## src/rtl/simon_pkg.sv

```systemverilog
// -----------------------------------------------------------------------------
// simon_pkg
// Shared constants for the SIMON 96/96 key schedule: word size, number of key
// words, number of round keys, the z2 constant sequence and the controller
// state encoding.
// No ports (package).
// -----------------------------------------------------------------------------
package simon_pkg;

  localparam int SIMON_N = 48;
  localparam int SIMON_M = 2;
  localparam int SIMON_T = 52;

  // Element 0 of z2 is the leftmost character, so element j lives at bit 61-j.
  localparam logic [61:0] Z2 =
    62'b10101111011100000011010010011000101000010001111110010110110011;

  typedef enum logic {
    ST_IDLE = 1'b0,
    ST_RUN  = 1'b1
  } simon_state_t;

endpackage : simon_pkg

```

## src/rtl/simon_key_update.sv

```systemverilog
// -----------------------------------------------------------------------------
// simon_key_update
// Combinational next-key-word generator for a two-word SIMON key schedule:
//   tmp  = ROR(w1,3); tmp ^= ROR(tmp,1); knew = ~w0 ^ tmp ^ zbit ^ 3
// Ports:
//   w0   in  N  oldest key word k[i]
//   w1   in  N  newest key word k[i+1]
//   zbit in  1  z2 sequence bit for this step
//   knew out N  key word k[i+2]
// -----------------------------------------------------------------------------
module simon_key_update #(
  parameter int N = 48
) (
  input  logic [N-1:0] w0,
  input  logic [N-1:0] w1,
  input  logic         zbit,
  output logic [N-1:0] knew
);

  logic [N-1:0] w_ror3;
  logic [N-1:0] w_tmp;
  logic [N-1:0] w_zext;

  assign w_ror3 = {w1[2:0], w1[N-1:3]};
  assign w_tmp  = w_ror3 ^ {w_ror3[0], w_ror3[N-1:1]};
  assign w_zext = {{(N-1){1'b0}}, zbit};
  assign knew   = ~w0 ^ w_tmp ^ w_zext ^ N'(3);

endmodule : simon_key_update

```

## src/rtl/simon_key_expansion.sv

```systemverilog
// -----------------------------------------------------------------------------
// simon_key_expansion
// Streams the T round keys of a two-word SIMON key schedule, one per accepted
// handshake, starting from a latched master key.
// Ports:
//   clk      in   1    system clock, rising edge
//   rst_n    in   1    synchronous active-low reset
//   start    in   1    begin a new expansion (only honoured in IDLE)
//   key_in   in   M*N  master key, [N-1:0]=k0, [2N-1:N]=k1
//   rk       out  N    current round key k[rk_idx]
//   rk_idx   out  6    index of rk
//   rk_valid out  1    rk/rk_idx valid
//   rk_ready in   1    consumer accepts rk this cycle
//   busy     out  1    expansion in progress
//   done     out  1    one-cycle pulse after the last key is accepted
// -----------------------------------------------------------------------------
module simon_key_expansion
  import simon_pkg::*;
#(
  parameter int N = SIMON_N,
  parameter int M = SIMON_M,
  parameter int T = SIMON_T
) (
  input  logic           clk,
  input  logic           rst_n,
  input  logic           start,
  input  logic [M*N-1:0] key_in,
  output logic [N-1:0]   rk,
  output logic [5:0]     rk_idx,
  output logic           rk_valid,
  input  logic           rk_ready,
  output logic           busy,
  output logic           done
);

  simon_state_t r_state;
  simon_state_t w_state_next;

  logic [N-1:0] r_w0;
  logic [N-1:0] r_w1;
  logic [5:0]   r_i;
  logic [5:0]   r_zidx;
  logic         r_done;

  logic         w_load;
  logic         w_xfer;
  logic         w_last;
  logic         w_zbit;
  logic [N-1:0] w_knew;

  assign w_load = (r_state == ST_IDLE) && start;
  assign w_xfer = (r_state == ST_RUN) && rk_ready;
  assign w_last = (r_i == 6'(T - 1));
  assign w_zbit = Z2[6'd61 - r_zidx];

  simon_key_update #(
    .N (N)
  ) u_key_update (
    .w0   (r_w0),
    .w1   (r_w1),
    .zbit (w_zbit),
    .knew (w_knew)
  );

  always_comb begin
    w_state_next = r_state;
    case (r_state)
      ST_IDLE: if (start)           w_state_next = ST_RUN;
      ST_RUN:  if (w_xfer && w_last) w_state_next = ST_IDLE;
      default:                       w_state_next = ST_IDLE;
    endcase
  end

  always_ff @(posedge clk) begin
    if (!rst_n) begin
      r_state <= ST_IDLE;
      r_w0    <= '0;
      r_w1    <= '0;
      r_i     <= '0;
      r_zidx  <= '0;
      r_done  <= 1'b0;
    end else begin
      r_state <= w_state_next;
      r_done  <= w_xfer && w_last;
      if (w_load) begin
        r_w0   <= key_in[N-1:0];
        r_w1   <= key_in[2*N-1:N];
        r_i    <= '0;
        r_zidx <= '0;
      end else if (w_xfer && !w_last) begin
        // The final key is already in r_w0, so the words freeze on the last
        // transfer and rk keeps showing k[T-1] while idle.
        r_w0   <= r_w1;
        r_w1   <= w_knew;
        r_i    <= r_i + 6'd1;
        r_zidx <= (r_zidx == 6'd61) ? 6'd0 : r_zidx + 6'd1;
      end
    end
  end

  assign rk       = r_w0;
  assign rk_idx   = r_i;
  assign rk_valid = (r_state == ST_RUN);
  assign busy     = (r_state == ST_RUN);
  assign done     = r_done;

endmodule : simon_key_expansion

```

## config.mk

```make
export PLATFORM = sky130hd
export DESIGN_NAME = simon_key_expansion
export DESIGN_NICKNAME = d
export VERILOG_FILES = /design/src/rtl/simon_pkg.sv /design/src/rtl/simon_key_update.sv /design/src/rtl/simon_key_expansion.sv
export SDC_FILE = /design/constraint.sdc
export NUM_CORES = 1
export LEC_CHECK = 0
export ABC_CLOCK_PERIOD_IN_PS = 2600
export BUFFER_PORTS_ARGS = -buffer_cell sky130_fd_sc_hd__clkbuf_2
export CAP_MARGIN = 40
export CORE_MARGIN = 5
export CORE_UTILIZATION = 48
export DETAILED_ROUTE_END_ITERATION = 7
export PLACE_DENSITY = 0.77
export RECOVER_POWER = 50
export SLEW_MARGIN = 15
export SYNTH_ARGS = -nofsm -noshare
export SYNTH_HDL_FRONTEND = slang
export SYNTH_HIERARCHICAL = 1
export SYNTH_SLANG_ARGS = --single-unit
```

## constraint.sdc

```tcl
create_clock -name clk -period 2.6 [get_ports clk]
set_input_delay 0.78 -clock clk [delete_from_list [all_inputs] [get_ports clk]]
set_output_delay 0.78 -clock clk [all_outputs]
set_load 0.01 [all_outputs]
```

-- Word level (Yosys, flattened, before mapping)
Memory sizes are Yosys's and may differ from the RTL's.
Index checks and enable logic that the tools add are counted.
- bits in read-only memories: 64
- bits in registers: 110
- memories: 1
- bits of input ports: 100
- word-level logic and storage cells: 36
- output and inout bits: 57
- $lt $le $gt $ge: 1
- equality and inequality tests: 2
- reduce and logical (&&, ||, !) cells: 7
- muxes and demuxes: 9
- bitwise operators: 7
- add/sub/neg operators: 3
- memory list (name ; words ; bits a word ; rd ports ; clocked after memory_dff ; wr ports ; RTL line ; text):
    (no name shown) ; 64 ; 1 ; 1 ; 0 ; 0 ; simon_key_expansion.sv:54 ; assign w_zbit = Z2[6'd61 - r_zidx];
- operator list (cell ; count):
    $mux 48 ; 4
    $xor 48x48->48 ; 2
    $not 48->48 ; 1
    $xor 48x1->48 ; 1
    $add 6x1->6 const B ; 2
    $eq 6x6->1 const B ; 2
    $lt 6x7->1 const B ; 1
    $mux 6 ; 1
    $sub 6x6->6 const A ; 1
    $logic_and 1x1->1 ; 4
    $mux 1 ; 3
    $not 1->1 ; 2
    $not 2->2 ; 1
    $pmux 1 s2 ; 1
    $reduce_bool 2->1 ; 1
    $reduce_or 2->1 ; 1
    $logic_not 1->1 ; 1

-- Depth between registers and ports, before layout
Gate-level depths: netlist of run 1.
- depth after elaboration: 7
- gate-level depth with buffers: 11
- gate-level depth less buffers: 11

-- By module
The synthesis of run 1 kept the hierarchy.
- modules (own cells, without submodules) (module ; sequential area each (um^2) ; cells each ; times used ; area an instance (um^2)):
    simon_key_expansion ; 2202.1 ; 641 ; 1 ; 4903.5
    simon_key_update ; 0.0 ; 97 ; 1 ; 849.6

-- Worst setup path before layout of run 1
Ideal clock, no wire load.
- path type: register to register
- from: register r_zidx[1]
- to: register r_w1[0]
- stages on the path, launching flop included: 11
- library setup time: 74 ps
- setup slack: 174 ps
- data arrival time: 2352 ps
- period minus slack after synthesis: 2426 ps
- buffers on the path: 0
- cell sequence: dfxtp_1 -> ha_1 -> xor2_2 -> mux4_2 -> nand3b_1 -> nand3_1 -> a21oi_1 -> xor2_1 -> xnor2_1 -> nand2_1 -> a31oi_1
- longest elaborated chain between the ends: 7
- ends and longest elaborated chain (item ; RTL line ; text):
    start, declared ; simon_key_expansion.sv:42 ; logic [5:0] r_zidx;
    start signal, assigned ; simon_key_expansion.sv:96 ; r_zidx <= (r_zidx == 6'd61) ? 6'd0 : r_zidx + 6'd1;
    $sub 6x6->6 ; simon_key_expansion.sv:54 ;
    $mem_v2 64x1 ; n/a ;
    $mux 1 (not written as such) ; simon_key_expansion.sv:54 ;
    via w_zbit ; simon_key_expansion.sv:48 ; logic w_zbit;
    $xor 48x1->48 ; simon_key_update.sv:27 ; assign knew = ~w0 ^ w_tmp ^ w_zext ^ N'(3);
    $not 2->2 (no line) ; n/a ;
    via w_knew[0] ; simon_key_expansion.sv:49 ; logic [N-1:0] w_knew;
    $mux 48 ; simon_key_expansion.sv:90 ; end else if (w_xfer && !w_last) begin
    $mux 48 ; simon_key_expansion.sv:85 ; if (w_load) begin
    end signal, assigned ; simon_key_expansion.sv:87 ; r_w1 <= key_in[2*N-1:N];
    end signal, assigned ; simon_key_expansion.sv:94 ; r_w1 <= w_knew;
    end, declared ; simon_key_expansion.sv:40 ; logic [N-1:0] r_w1;
The timed path passes the listed nets, and every way through them passes these cells. The select of a mux whose other input is x is not followed.
A chain may end at the register's enable or synchronous reset.

-- Worst setup path in the final report of run 1
- from: register r_i[0] (netlist: rk_idx[0])
- to: register r_w1[4]
- longest elaborated chain between the ends: 4
- ends and longest elaborated chain (item ; RTL line ; text):
    start, declared ; simon_key_expansion.sv:41 ; logic [5:0] r_i;
    start signal, assigned ; simon_key_expansion.sv:95 ; r_i <= r_i + 6'd1;
    $eq 6x6->1 ; simon_key_expansion.sv:53 ; assign w_last = (r_i == 6'(T - 1));
    $logic_not 1->1 ; simon_key_expansion.sv:90 ;
    $logic_and 1x1->1 ; simon_key_expansion.sv:90 ;
    $reduce_bool 2->1 (no line) ; n/a ;
No other way between the ends.

==> results.py, run 1 <==
metrics = {
    "cts": {
        "clkTransAtPathRegs_ps": 70,
        "clock_path_buffers": 2,
        "cts.sinks": 110,
        "clock_latency_ps": 340,
        "hold_buffers": 0,
        "htree_num_levels": 3,
        "cts_tree": "yes",
        "cts_setup_buffers": 0,
        "cts_resized": 0,
        "cts-root-buf": "clkbuf_16",
        "cts_buffers": 9,
    },
    "floorplanning": {
        "die-area_um2": 14300,
        "start_util_pct": 48.5,
        "die_h_um": 119,
        "rows": 40,
        "placeableCoreArea_um2": 11900,
        "ios": 157,
        "die_x_um": 119,
    },
    "route": {
        "viasPerCell": 5.48,
        "ant_nets": 0,
        "firstDrtPassIters": 5,
        "wire_per_inst_um": 14.8,
        "drt_iter0_drc": 673,
        "routed_wl_mm": 15.0,
        "route.detailed.drc": 0,
        "vias": 5551,
    },
    "placed_design": {
        "finalWeightedCongestion": 0.873,
        "hpwl_mm": 10.2,
        "io_buffers": 156,
        "dp_slack_ps": 185,
        "placed_cell_area_um2": 6650,
    },
    "final_layout": {
        "final_cell_area_um2": 6840,
        "nets": 970,
        "area_delta_synth_final_pct": 18.9,
        "num_antenna_cells": 0,
        "fillCellCount": 1120,
        "drive_gt1_share_pct": 15.7,
    },
    "pwr": {
        "p_leak_nw": 2.70,
        "p_int_w": 0.00299,
        "pwr-share-seq_pct": 47.5,
        "p_total_w": 0.00421,
        "p_sw_w": 0.00123,
        "clkPwrFrac_pct": 33.2,
        "vdd_drop_max_v": 0.000286,
        "swShare_pct": 29.2,
        "p_per_area_nw_per_um2": 616,
        "pwr-share-comb_pct": 19.3,
    },
    "synthesis": {
        "async_flop_share_pct": 0,
        "synth_edf_count": 0,
        "syn-instance-count": 738,
        "yosysMostFrequentCell": "nand2_1",
        "yosysSeqAreaShare_pct": 38.3,
        "synth_seq_cells": 110,
        "yosys_warnings": 6,
        "syn_area_um2": 5750,
        "synth_top_area_share_pct": 38.3,
        "synth_nets": 847,
        "synthTopCellsByCount": "nand2_1 (203), dfxtp_1 (110), o21ai_0 (98), a31oi_1 (96), xnor2_1 (56)",
        "ys.flop_type": "dfxtp_1",
        "yosysTopAreaCell": "dfxtp_1",
        "synth_cell_type_count": 35,
        "synthTopCellsByArea": "dfxtp_1 (38%), nand2_1 (13%), a31oi_1 (10%)",
        "syn_avg_cell_area_um2": 7.80,
    },
    "global_routing": {
        "grt.total_usage_pct": 20.7,
        "grt_pass1_wl_mm": 25.0,
        "antenna_found_initial": 0,
        "grt-ovfl-total": 0,
        "grt_start_max_net_pins": 103,
        "first_global_vias": 5241,
    },
    "critical_path": {
        "path_cells": "ha_1 -> nand4_1 -> nand3_1 -> clkbuf_4 -> nand2_1 -> a31oi_1",
        "path_max_fanout": 63,
        "cp.required_ps": 2870,
        "cp-end-kind": "flop",
        "slowest_delay_ps": 680,
        "startpoint_type": "flop",
        "critPathSlowestCell": "clkbuf_4",
        "arrival_ps": 2620,
        "critical_path_class": "flop to flop",
    },
    "flow_run": {
        "max-cap-violations": 0,
    },
    "timing": {
        "fin_worst_skew_ps": 9.78,
        "final.setup.worst_slack_ps": 243,
        "final-max-slew-violation-count": 0,
        "tns_ps": 0,
        "hold_viol": 0,
        "setup_viol": 0,
        "finalCritPeriodShare_pct": 90.7,
        "rsz0062_at_grt": "no",
        "max_freq_mhz": 424,
        "tightest_slew_ps": 842,
        "fin_crit_ps": 2360,
        "max-slew-margin-rel_pct": 43.9,
    },
    "min_path": {
        "hp-class": "flop to flop",
    },
    "run_status": {
        "outcome": "finished clean",
    },
}
[per-layer routing]
metal,vias up,track usage [%],wire [um]
li1,2781,-,-
met1,2559,28.4,6940
met4,0,6.73,252
met5,-,0,0
met2,190,32.9,6830
met3,21,3.94,1020
[worst paths after layout]
check | slack (ps) | endpoint | depth (start not counted) | startpoint
worst min-delay path | 500 | rk[10]$_SDFFE_PN0P_ | 2 | rk[10]$_SDFFE_PN0P_
worst max-delay path | 240 | r_w1[4]$_SDFFE_PN0P_ | 6 | rk_idx[0]$_SDFFE_PP0P_
worst max register to register | 240 | r_w1[4]$_SDFFE_PN0P_ | 6 | rk_idx[0]$_SDFFE_PP0P_
worst min register to register | 500 | rk[10]$_SDFFE_PN0P_ | 2 | rk[10]$_SDFFE_PN0P_
[worst max-delay path, delay by kind of cell, from the launching register on]
family	cells	cell delay [ps]
AO/OA/AOI/OAI	1	200
adder cells (fa/ha/maj)	1	290
buffers and inverters	1	680
flip-flops	1	400
AND/OR/NAND/NOR	3	680
[layout make-up]
class                   count  area, um2  share of cell area [%]
inverters                   6       22.5                   0.329
repair buffers            168        850                    12.4
multi-input cells         566       3280                    48.0
clock buffers              11        243                    3.55
flip-flops and latches    110       2200                    32.2
clock inverters             5       57.6                   0.842
well taps                 147        184                    2.69
[state kept, by name (all words and copies together), names as in the netlist]
register  cells
busy          1
done          1
r_w1         48
r_zidx        6
rk           48
rk_idx        6
[cell families after synthesis]
logic type                 after synthesis  synth area share (%)
buffers and inverters                   62                  4.87
and+or+nand+nor                        237                  16.4
muxes                                    3                 0.783
DFF                                    110                  38.3
adders and majority gates                9                  1.96
xor gates and xnor gates               109                  16.7
AOI/OAI and AO/OA                      208                  21.0
[cell usage in the layout (no fill, tap or decap), types with 9 or more instances in the layout]
cell type | netlist | final
nand2_1 | 203 | 203
dfxtp_1 | 110 | 109
clkbuf_2 | 0 | 99
o21ai_0 | 98 | 98
a31oi_1 | 96 | 96
clkbuf_1 | 38 | 58
xnor2_1 | 56 | 56
xor2_1 | 52 | 52
nor2_1 | 12 | 12
nand3_1 | 8 | 9
clkbuf_16 | 0 | 9
[metrics by stage]
step / std cells / utilization, % / hold slack (ps)
global route: 1013 / 57.7 / 522
finish: 1013 / 57.7 / 501
CTS: 1013 / 58.6 / 504
detailed placement: 997 / 56.1 / 494
floorplan: 738 / - / 497
global placement: 997 / 56.1 / 486
[power by group through the flow]
stage | clock network (W) | logic (W) | registers, W
6_report | 0.00140 | 0.000813 | 0.00200
5_1_grt | 0.00149 | 0.000919 | 0.00202
4_1_cts | 0.00143 | 0.000841 | 0.00200
3_5_place_dp | 0 | 0.000833 | 0.00204
3_3_place_gp | 0 | 0.000819 | 0.00204
2_1_floorplan | 0 | 0.000569 | 0.00203
Power figures use the tool's default switching activity.
==> run 2: changes to the inputs <==
--- a/config.mk
+++ b/config.mk
@@ -11,6 +11,7 @@
 export CORE_MARGIN = 5
 export CORE_UTILIZATION = 48
 export DETAILED_ROUTE_END_ITERATION = 7
+export MAX_ROUTING_LAYER = met4
 export PLACE_DENSITY = 0.77
 export RECOVER_POWER = 50
 export SLEW_MARGIN = 15
==> run 2 against run 1 <==
- register-to-register slack got worse by 20 ps
- first-iteration DRC count shrank 12%
- routed wire length increased by 0.11%
- sequential cell count unchanged
- worst setup slack got worse by 18 ps
- total power hardly changed
- clock power barely moved
- worst hold slack got worse by 4.8 ps
- final area stayed put
- non-clock buffer count unchanged
- clock skew hardly changed
- sequential power is essentially flat
- largest power group unchanged
==> results.py, run 2 (synthesized netlist as in run 1, its figures left out) <==
metrics = {
    "critical_path": {
        "startpoint_type": "flop",
        "critPathSlowestCell": "mux4_2",
        "endpoint": "r_w1[0]$_SDFFE_PN0P_",
        "r2r_end": "r_w1[0]$_SDFFE_PN0P_",
        "path_cells": "ha_2 -> xor2_2 -> mux4_2 -> nand3b_1 -> nand3_1 -> a21oi_1 -> xor2_1 -> xnor2_1 -> nand2_1 -> a31oi_1",
        "r2r_slack_ps": 230,
        "cp.required_ps": 2860,
        "slowest_delay_ps": 530,
        "critPathLaunch": "r_zidx[2]$_SDFFE_PP0P_",
        "r2r_cells": 10,
        "path_max_fanout": 8,
        "arrival_ps": 2640,
        "cp-end-kind": "flop",
        "crit-reg2reg-launch": "r_zidx[2]$_SDFFE_PP0P_",
        "critical_path_class": "flop to flop",
    },
    "timing": {
        "tns_ps": 0,
        "fin_crit_ps": 2370,
        "setup_viol": 0,
        "max_freq_mhz": 421,
        "fin_worst_skew_ps": 9.67,
        "max-slew-margin-rel_pct": 44.3,
        "finalCritPeriodShare_pct": 91.3,
        "tightest_slew_ps": 835,
        "hold_viol": 0,
        "rsz0062_at_grt": "no",
        "final-max-slew-violation-count": 0,
        "whs_ps": 497,
    },
    "placed_design": {
        "hpwl_mm": 10.2,
        "placed_cell_area_um2": 6650,
        "finalWeightedCongestion": 0.888,
        "place_inst": 997,
        "io_buffers": 156,
    },
    "global_routing": {
        "grt.total_usage_pct": 21.3,
        "grt-ovfl-total": 0,
        "grt_pass1_wl_mm": 25.1,
        "first_global_vias": 5235,
        "grt_start_max_net_pins": 103,
        "antenna_found_initial": 0,
    },
    "cts": {
        "cts.sinks": 110,
        "cts_buffers": 9,
        "clock_latency_ps": 340,
        "clkTransAtPathRegs_ps": 70,
        "clock_path_buffers": 2,
        "cts_tree": "yes",
        "htree_num_levels": 3,
        "cts-root-buf": "clkbuf_16",
    },
    "floorplanning": {
        "ios": 157,
        "placeableCoreArea_um2": 11900,
        "start_util_pct": 48.5,
        "die-area_um2": 14300,
        "die_x_um": 119,
        "rows": 40,
        "die_h_um": 119,
    },
    "pwr": {
        "p_per_area_nw_per_um2": 617,
        "p_total_w": 0.00422,
        "vdd_drop_max_v": 0.000289,
        "p_leak_nw": 2.70,
    },
    "final_layout": {
        "final_cell_mix": "nand2_1 (203), dfxtp_1 (109), clkbuf_2 (99), o21ai_0 (98), a31oi_1 (96)",
        "mostFrequentLayoutCell": "nand2_1",
        "final_cell_area_um2": 6840,
        "drive_gt1_share_pct": 15.7,
        "stdcell_count": 1013,
        "num_antenna_cells": 0,
        "nets": 970,
        "area_delta_synth_final_pct": 18.9,
    },
    "route": {
        "ant_nets": 0,
        "drt_iter0_drc": 594,
        "viasPerCell": 5.49,
        "route.detailed.drc": 0,
        "firstDrtPassIters": 5,
        "vias": 5559,
        "routed_wl_mm": 15.1,
        "wire_per_inst_um": 14.9,
    },
    "min_path": {
        "hp-class": "flop to flop",
    },
    "run_status": {
        "outcome": "finished clean",
    },
    "flow_run": {
        "max-cap-violations": 0,
    },
}
-- run 2: final cells by class --
class,count,area (um2)
fill,1120,5020
multi-input combinational,566,3280
sequential,110,2200
timing repair buffer,168,850
clock buffer,11,243
tap,147,184
clock inverter,5,57.6
inverter,6,22.5
-- run 2: timing repair --
action,in CTS,in global routing
gates resized for setup,0,2
setup buffers,0,0
endpoints found under the setup margin,0,1
hold buffers,0,0
-- run 2: per-layer routing --
metal | GRT usage (%) | vias to the layer above | share of wire, %
li1 | - | 2780 | -
met1 | 28.7 | 2582 | 47
met2 | 33.0 | 178 | 46
met3 | 3.51 | 19 | 5.7
met4 | 6.73 | 0 | 1.7
met5 | - | - | 0
-- run 2: worst min-delay path by stage --
stage                            from                      to  slack (ps)  cells after the start
2_1_floorplan    r_w1[0]$_SDFFE_PN0P_    r_w1[0]$_SDFFE_PN0P_         500                      2
3_3_place_gp   rk_idx[1]$_SDFFE_PP0P_  rk_idx[1]$_SDFFE_PP0P_         490                      2
3_5_place_dp      rk[10]$_SDFFE_PN0P_     rk[10]$_SDFFE_PN0P_         490                      2
4_1_cts           rk[10]$_SDFFE_PN0P_     rk[10]$_SDFFE_PN0P_         500                      2
5_1_grt            rk[2]$_SDFFE_PN0P_      rk[2]$_SDFFE_PN0P_         520                      2
6_report          rk[10]$_SDFFE_PN0P_     rk[10]$_SDFFE_PN0P_         500                      2
-- run 2: metrics by stage --
step | utilization, % | setup slack, ps
final | 57.7 | 225
after CTS | 58.6 | 135
after detailed placement | 56.1 | 185
after global routing | 57.7 | 3.18
after global placement | 56.1 | 321
after floorplan | - | 174
-- run 2: where the power goes --
group          leakage, nW  internal [W]  switching [W]
Sequential           0.910       0.00182       0.000177
Combinational         1.64      0.000384       0.000430
Clock                0.150      0.000777       0.000625
-- run 2: critical path, delay by kind of cell, from the launching register on --
family | cells | cell delay (ps)
xor gates and xnor gates | 3 | 530
muxes | 1 | 530
DFF | 1 | 410
AOI/OAI and AO/OA | 2 | 330
and+or+nand+nor | 3 | 260
adders and majority gates | 1 | 230
==> run 3: changes to the inputs <==
--- a/config.mk
+++ b/config.mk
@@ -10,6 +10,7 @@
 export CAP_MARGIN = 40
 export CORE_MARGIN = 5
 export CORE_UTILIZATION = 48
+export CTS_BUF_LIST = sky130_fd_sc_hd__clkbuf_16
 export DETAILED_ROUTE_END_ITERATION = 7
 export MAX_ROUTING_LAYER = met4
 export PLACE_DENSITY = 0.77
==> run 3 against run 2 <==
- routed wire length did not move
- sequential power hardly changed
- via count fell by 0.45%
- worst setup slack better by 7.9 ps
- die area unchanged
- combinational power about the same
==> results.py, run 3 (synthesized netlist as in run 1, its figures left out) <==
metrics = {
    "cts": {
        "cts_tree": "yes",
        "clock_path_buffers": 2,
        "cts_setup_buffers": 0,
        "clkTransAtPathRegs_ps": 70,
        "cts-root-buf": "clkbuf_16",
        "clock_latency_ps": 340,
        "htree_num_levels": 3,
        "cts.sinks": 110,
        "hold_buffers": 0,
        "cts_buffers": 9,
    },
    "pwr": {
        "clkPwrFrac_pct": 32.7,
        "p_leak_nw": 2.69,
        "swShare_pct": 29.4,
        "p_int_w": 0.00295,
        "p_per_area_nw_per_um2": 613,
        "pwr-share-comb_pct": 19.5,
        "vdd_drop_max_v": 0.000289,
        "pwr-share-seq_pct": 47.8,
        "p_sw_w": 0.00123,
    },
    "floorplanning": {
        "start_util_pct": 48.5,
        "die_x_um": 119,
        "ios": 157,
        "placeableCoreArea_um2": 11900,
        "rows": 40,
        "die_h_um": 119,
        "die-area_um2": 14300,
    },
    "critical_path": {
        "r2r_cells": 10,
        "cp.required_ps": 2860,
        "arrival_ps": 2630,
        "r2r_slack_ps": 230,
        "crit-reg2reg-launch": "r_zidx[2]$_SDFFE_PP0P_",
        "cp-end-kind": "flop",
        "path_max_fanout": 8,
        "slowest_delay_ps": 530,
        "r2r_end": "r_w1[0]$_SDFFE_PN0P_",
        "startpoint_type": "flop",
        "critical_path_class": "flop to flop",
        "path_cells": "ha_2 -> xor2_2 -> mux4_2 -> nand3b_1 -> nand3_1 -> a21oi_1 -> xor2_1 -> xnor2_1 -> nand2_1 -> a31oi_1",
        "critPathSlowestCell": "mux4_2",
    },
    "timing": {
        "fin_worst_skew_ps": 9.75,
        "tns_ps": 0,
        "rsz0062_at_grt": "no",
        "max_freq_mhz": 422,
        "fin_crit_ps": 2370,
        "hold_viol": 0,
        "tightest_slew_ps": 834,
        "setup_viol": 0,
        "final-max-slew-violation-count": 0,
        "max-slew-margin-rel_pct": 44.4,
        "finalCritPeriodShare_pct": 91.0,
    },
    "final_layout": {
        "drive_gt1_share_pct": 15.6,
        "final_cell_mix": "nand2_1 (203), dfxtp_1 (109), clkbuf_2 (99), o21ai_0 (98), a31oi_1 (96)",
        "stdcell_count": 1013,
        "num_antenna_cells": 0,
        "area_delta_synth_final_pct": 18.7,
        "mostFrequentLayoutCell": "nand2_1",
        "nets": 970,
        "final_cell_area_um2": 6830,
    },
    "route": {
        "drt_iter0_drc": 594,
        "routed_wl_mm": 15.1,
        "viasPerCell": 5.46,
        "ant_nets": 0,
        "wire_per_inst_um": 14.9,
        "route.detailed.drc": 0,
        "firstDrtPassIters": 6,
        "vias": 5534,
    },
    "run_status": {
        "outcome": "finished clean",
    },
    "placed_design": {
        "io_buffers": 156,
        "finalWeightedCongestion": 0.888,
        "hpwl_mm": 10.2,
        "place_inst": 997,
        "placed_cell_area_um2": 6650,
    },
    "global_routing": {
        "first_global_vias": 5235,
        "grt_pass1_wl_mm": 25.1,
        "antenna_found_initial": 0,
        "grt.total_usage_pct": 21.3,
        "grt_start_max_net_pins": 103,
        "grt-ovfl-total": 0,
    },
    "min_path": {
        "worstHoldEndpoint": "rk[10]$_SDFFE_PN0P_",
        "hold_path.startpoint": "rk[10]$_SDFFE_PN0P_",
        "hold_depth": 2,
        "hp-class": "flop to flop",
    },
    "flow_run": {
        "max-cap-violations": 0,
    },
}
-- run 3: final cells by class --
class,instances,area [um2]
clock buffers,9,225
clock inverters,7,65.1
fillers,1122,5030
inverters,6,22.5
multi-input cells,566,3280
flip-flops and latches,110,2200
well taps,147,184
repair buffers,168,850
-- run 3: how the worst max path moves through the flow --
| stage | startpoint | to |
|---|---|---|
| 2_1_floorplan | r_zidx[1]$_SDFFE_PP0P_ | r_w1[0]$_SDFFE_PN0P_ |
| 3_3_place_gp | r_zidx[2]$_SDFFE_PP0P_ | r_w1[0]$_SDFFE_PN0P_ |
| 6_report | r_zidx[2]$_SDFFE_PP0P_ | r_w1[0]$_SDFFE_PN0P_ |
| 4_1_cts | r_zidx[2]$_SDFFE_PP0P_ | r_w1[0]$_SDFFE_PN0P_ |
| 3_5_place_dp | r_zidx[2]$_SDFFE_PP0P_ | r_w1[0]$_SDFFE_PN0P_ |
| 5_1_grt | r_zidx[2]$_SDFFE_PP0P_ | r_w1[0]$_SDFFE_PN0P_ |
-- run 3: per-layer routing --
metal  GRT usage, %  wire length (um)
met1           28.7              7110
met2           33.0              6820
met3           3.51               876
met4           6.73               250
met5              -                 0
-- run 3: through the flow --
| step | setup slack, ps | hold WS (ps) | power, W | util (%) |
|---|---|---|---|---|
| after global routing | 4.00 | 522 | 0.00440 | 57.6 |
| final | 233 | 497 | 0.00418 | 57.6 |
| after CTS | 136 | 504 | 0.00423 | 58.5 |
| after global placement | 321 | 486 | 0.00286 | 56.1 |
| after floorplan | 174 | 497 | 0.00259 | - |
| after detailed placement | 185 | 494 | 0.00287 | 56.1 |
-- run 3: worst max-delay path, delay by kind of cell, from the launching register on --
kind	cells	cell delay (ps)
DFF	1	410
xor gates and xnor gates	3	530
muxes	1	530
adders and majority gates	1	230
and+or+nand+nor	3	260
AOI/OAI and AO/OA	2	330
-- run 3: timing repair --
action	CTS	global route
hold endpoints to repair	0	0
gates resized for setup	0	2
endpoints found under the setup margin	0	1
-- run 3: power groups by stage --
| stage | logic (W) | registers [W] | clock network, W |
|---|---|---|---|
| after detailed placement | 0.000833 | 0.00204 | 0 |
| after CTS | 0.000841 | 0.00200 | 0.00139 |
| after floorplan | 0.000569 | 0.00203 | 0 |
| after global placement | 0.000819 | 0.00204 | 0 |
| after global routing | 0.000919 | 0.00202 | 0.00146 |
| final | 0.000814 | 0.00200 | 0.00137 |
